==> config.mk <==
export PLATFORM = sky130hd
export DESIGN_NAME = freq_sweep_ctrl
export DESIGN_NICKNAME = d
export VERILOG_FILES = /design/src/rtl/freq_sweep_ctrl.sv
export SDC_FILE = /design/constraint.sdc
export NUM_CORES = 1
export LEC_CHECK = 0
export CAP_MARGIN = 20
export CELL_PAD_IN_SITES_DETAIL_PLACEMENT = 1
export CELL_PAD_IN_SITES_GLOBAL_PLACEMENT = 1
export CORE_MARGIN = 2
export CORE_UTILIZATION = 43
export DETAILED_ROUTE_END_ITERATION = 12
export PLACE_DENSITY_LB_ADDON = 0.1
export SLEW_MARGIN = 20
export SYNTH_ARGS = -nofsm -noshare
export SYNTH_HDL_FRONTEND = slang
export SYNTH_SLANG_ARGS = --single-unit
==> constraint.sdc <==
create_clock -name clk -period 2.9 [get_ports clk]
set_input_delay 0.725 -clock clk [delete_from_list [all_inputs] [get_ports clk]]
set_output_delay 0.725 -clock clk [all_outputs]
set_load 0.005 [all_outputs]
==> src/rtl/freq_sweep_ctrl.sv <==
// freq_sweep_ctrl: debounced add/dec/mode keys with auto-repeat driving a clamped,
// triangular-sweeping DDS frequency word.
module freq_sweep_ctrl #(
    parameter int DEB_CYCLES = 20,
    parameter int REP_DELAY  = 500,
    parameter int REP_PERIOD = 100,
    parameter int DWELL      = 1000,
    parameter int STEP       = 4,
    parameter int INIT_WORD  = 8,
    parameter int MIN_WORD   = 4,
    parameter int MAX_WORD   = 4092
) (
    input  logic        clk,
    input  logic        reset,
    input  logic        key_add,
    input  logic        key_dec,
    input  logic        key_mode,
    output logic [11:0] freq_word,
    output logic        sweeping,
    output logic        word_upd
);
    localparam int DW = $clog2(DEB_CYCLES + 1);
    localparam int RW = $clog2((REP_DELAY > REP_PERIOD ? REP_DELAY : REP_PERIOD) + 1);
    localparam int WW = $clog2(DWELL + 1);

    typedef enum logic [1:0] {MANUAL, SWEEP_UP, SWEEP_DOWN} state_t;
    state_t state, state_nxt;

    logic [2:0]    raw, s1, s2, deb, deb_d, press;
    logic [DW-1:0] bcnt [3];
    logic [1:0]    held, fire, rpt;
    logic [RW-1:0] rcnt [2];
    logic [WW-1:0] dcnt;
    logic [12:0]   up, dn;
    logic [11:0]   up_c, dn_c, word_nxt;
    logic          inc, dec, tc;

    assign raw      = {key_mode, key_dec, key_add};
    assign press    = deb_d & ~deb;
    assign sweeping = state != MANUAL;

    always_ff @(posedge clk or negedge reset)
        if (!reset) begin
            s1    <= '1;
            s2    <= '1;
            deb   <= '1;
            deb_d <= '1;
            for (int i = 0; i < 3; i++) bcnt[i] <= '0;
        end else begin
            s1    <= raw;
            s2    <= s1;
            deb_d <= deb;
            for (int i = 0; i < 3; i++)
                if (s2[i] == deb[i]) bcnt[i] <= '0;
                else if (bcnt[i] == DW'(DEB_CYCLES - 1)) begin
                    bcnt[i] <= '0;
                    deb[i]  <= s2[i];
                end else bcnt[i] <= bcnt[i] + 1'b1;
        end

    // Repeat timing only runs while exactly one of add/dec is held in MANUAL
    assign held = {~deb[1] & deb[0], ~deb[0] & deb[1]} & {2{state == MANUAL}};

    always_comb
        for (int i = 0; i < 2; i++)
            fire[i] = held[i] && rcnt[i] == (rpt[i] ? RW'(REP_PERIOD) : RW'(REP_DELAY));

    always_ff @(posedge clk or negedge reset)
        if (!reset) begin
            rpt <= '0;
            for (int i = 0; i < 2; i++) rcnt[i] <= '0;
        end else
            for (int i = 0; i < 2; i++)
                if (!held[i]) begin
                    rcnt[i] <= '0;
                    rpt[i]  <= 1'b0;
                end else if (fire[i]) begin
                    rcnt[i] <= RW'(1);
                    rpt[i]  <= 1'b1;
                end else rcnt[i] <= rcnt[i] + 1'b1;

    assign inc  = state == MANUAL && deb[1] && (press[0] || fire[0]);
    assign dec  = state == MANUAL && deb[0] && (press[1] || fire[1]);
    assign up   = {1'b0, freq_word} + 13'(STEP);
    assign dn   = {1'b0, freq_word} - 13'(STEP);
    assign up_c = up > 13'(MAX_WORD) ? 12'(MAX_WORD) : up[11:0];
    assign dn_c = (dn[12] || dn[11:0] < 12'(MIN_WORD)) ? 12'(MIN_WORD) : dn[11:0];
    assign tc   = dcnt == WW'(DWELL - 1);

    always_comb begin
        state_nxt = state;
        word_nxt  = freq_word;
        if (press[2]) state_nxt = state == MANUAL ? SWEEP_UP : MANUAL;
        else if (state == MANUAL) word_nxt = inc ? up_c : dec ? dn_c : freq_word;
        else if (tc && state == SWEEP_UP) begin
            word_nxt  = up_c;
            state_nxt = up_c == 12'(MAX_WORD) ? SWEEP_DOWN : SWEEP_UP;
        end else if (tc) begin
            word_nxt  = dn_c;
            state_nxt = dn_c == 12'(MIN_WORD) ? SWEEP_UP : SWEEP_DOWN;
        end
    end

    always_ff @(posedge clk or negedge reset)
        if (!reset) begin
            state     <= MANUAL;
            freq_word <= 12'(INIT_WORD);
            word_upd  <= 1'b0;
            dcnt      <= '0;
        end else begin
            state     <= state_nxt;
            freq_word <= word_nxt;
            word_upd  <= word_nxt != freq_word;
            dcnt      <= (state == MANUAL || state_nxt != state || tc) ? '0 : dcnt + 1'b1;
        end
endmodule

==> impl_results.md <==
* Status: finished, final reports clean
* Min Tclk post-route at 2850 ps
* CP Launch Type: flip-flop
* Top FF cell, synth: dfrtp_1
* Max Cap Viol at 0
* Fraction of the mapped netlist area in simple logic gates at 25.1%
* Net Count, Synth at around 530
* H-tree levels at 3
* Post-layout util at approximately 53%
* Avg Synthesized Cell Area at 8.73 sq um
* Die Width at 106 um
* First drt pass iteration count at 5
* CP top delay family: compound AO/OA/AOI/OAI gates
* Synth top area share at 32.9%
* Area delta synth->final at 22.0%
* Cell taking the most area after synthesis: dfrtp_1
* Critical Path RT at 3160 ps
* Post-route DRC at 0
* Crit path kind: reg -> reg
* Die Span Y at 106 um
* Part of the Yosys area used for sequential elements at 40.5%
* Post-Synth Adder-Cell Area at 3.35%
* Worst Hold Class: reg -> reg
* Final period util at about 98%
* GRT overflow at 0
* Routed WL at 14.4 mm
* Crit-path max cell delay at between 500 and 600 ps
* Via count at around 4,300
* Final Setup Violations at 0
* Achievable Freq at about 350 MHz
* EDFF count, synth at 0
* Netlist cell types at between 60 and 70
* Post-Syn Area at 0.00449 sq mm
* Synth area leaders: dfrtp_1 (33%), dfstp_2 (7.6%), nor2_1 (4.9%)
* Synth async-reset ratio at 100%
* Maximum root-to-sink buffer count at 2
* Dpl hpwl at 10.2 mm
* Slew @ Worst Pin at 931 ps
* TritonCTS buffer count at 9
* RSZ-0062 raised after global routing: true
* Fraction of layout cells with a size suffix above 1 at between 10% and 20%
* Post-route ant nets at 0
* P_leak at 2.23 nW
* Synth Area in Compound Gates at around 20%
* Synthesized flop and latch total at 72
* CTS tree: done
* Clk Latency, worst-skew pair at 390 ps
* Total power at 2.17 mW
* Final-layout fill cell count at 1,206
* Global-route wire length before repair at 23.4 mm
* Routed wire length per instance at 20.1 um
* Number of synthesis warnings at 0
* Core area at 0.0102 sq mm
* Hold Slack at approximately 360 ps
* Worst clock skew at 21.3 ps
* Synth Instances at 514
* Slew HR at 37.9%
* CP endpoint kind: flip-flop
* Die Footprint at 0.0113 sq mm
* GRT Resource Usage Total at 26.9%
* Clock root cell: clkbuf_8
* Vias in the first global route at 4,561
* Initial Utilization at between 40% and 50%
* CP bufs+invs at 2
* Top cells by count, synth: dfrtp_1 (59), nor2_1 (59), nand2_1 (43), nand3_1 (31)
* CP cell instances: inv_1 -> ha_1 -> or3b_2 -> o211ai_1 -> a2111oi_4 -> and4_4 -> buf_4 -> o41ai_1 -> o32a_1 -> mux2i_1 -> a211o_1
* Antenna violations before repair at 0
* Clock Sinks at between 70 and 80
* Final worst slack at 54.2 ps
* Largest net degree at the start of global routing at 73
* Peak VDD IR at 346 uV
* Worst slack at placement at -147 ps
* NumNets Final at 590
* Post-Synth XOR/XNOR Area at 6.25%
* PwrDens at 397 mW/mm^2
* Antenna fix cells at 0
* Largest family of logic cells by synthesized area: simple AND/OR/NAND/NOR gates
* Clock-pin transition on the worst setup and hold timing paths at ~80 ps
* Rows at 37
* Routability cong. at 0.889
* Final Hold Viols at 0
* R2R Setup Slk at 50 ps
* CP arrival at 3110 ps
* Initial DRC count at 283
* Vias per inst at 6.00
* Final Max Tran Viols at 0
* Critical Path Fanout Max at 6
* # IOs at 19
* Number of port buffers at 18
* Mux cell area share after synthesis at 1.70%
* Crit-path slowest cell: dfstp_2
[cell usage in the layout, fill, tap and decap left out, types with 13 or more instances in the layout]
cell type        netlist  layout
dfstp_2               13      13
buf_4                  1      55
nor3_1                15      15
nand2_1               43      43
o21ai_0               28      28
a21oi_1               28      28
xnor2_1               14      14
nand3_1               31      29
nor2_1                59      59
dfrtp_1               59      59
clkdlybuf4s50_1        0      17
inv_1                 13      13
xor2_1                18      18
[per-stage QoR]
stage / setup TNS (ps) / instances / area [sq um]
detailed placement: -248 / 693 / 5120
CTS: 0 / 709 / 5380
global placement: -27.1 / 693 / 5120
finish: 0 / 714 / 5470
floorplan: 0 / 514 / 4500
global route: -86.5 / 714 / 5470
[routing by layer]
metal	up-vias	wire length (um)	global-route usage [%]	part of all wire, %
met1	2125	6230	33.8	43
met4	0	369	11.1	2.6
met2	133	7010	44.5	49
met3	29	747	6.32	5.2
met5	-	0	0	0
li1	1997	-	-	-
[cell families after synthesis]
logic type                 after synthesis
muxes                                    7
adders and majority gates               12
xor gates and xnor gates                32
buffers and inverters                   38
and+or+nand+nor                        222
DFF                                     72
AOI/OAI and AO/OA                      131
[power by group]
part	internal, mW	total (mW)	switching [mW]
Clock	0.572	1.00	0.432
Sequential	1.02	1.04	0.0121
Combinational	0.0511	0.134	0.0832
Total	1.65	2.17	0.527
[flip-flops by register name (all words and copies together), names as in the netlist]
register and cells:
bcnt 15, dcnt 10, deb 3, deb_d 3, freq_word 12, rcnt 18, rpt 2, s1 3
s2 3, state 2, word_upd 1
[worst paths after layout]
path / end / start / cells after the start
max: word_upd / freq_word[3] / 11
min: s2[0] / s1[0] / 0
max reg2reg: word_upd / freq_word[3] / 11
min reg2reg: s2[0] / s1[0] / 0
max in group asynchronous: rcnt[14] / reset / 1
min in group asynchronous: freq_word[8] / reset / 1
[area by class of cell]
type                       count  area, sq um  area share, %
multi-input combinational    404         2610           47.6
sequential                    72         1820           33.2
timing repair buffer          72          583           10.7
tap                          136          170           3.11
clock buffer                   9          124           2.26
clock inverter                 7          119           2.17
inverter                      14         52.6          0.960
[timing repair]
action                     CTS  global route
gates resized for setup      4            11
setup endpoints to repair    9             7
pin swaps                    0             4
cloned                       0             0
buffers inserted             0             5
hold endpoints to repair     0             0
hold buffers                 0             0
Note: power is estimated with default switching activity, not from simulation.
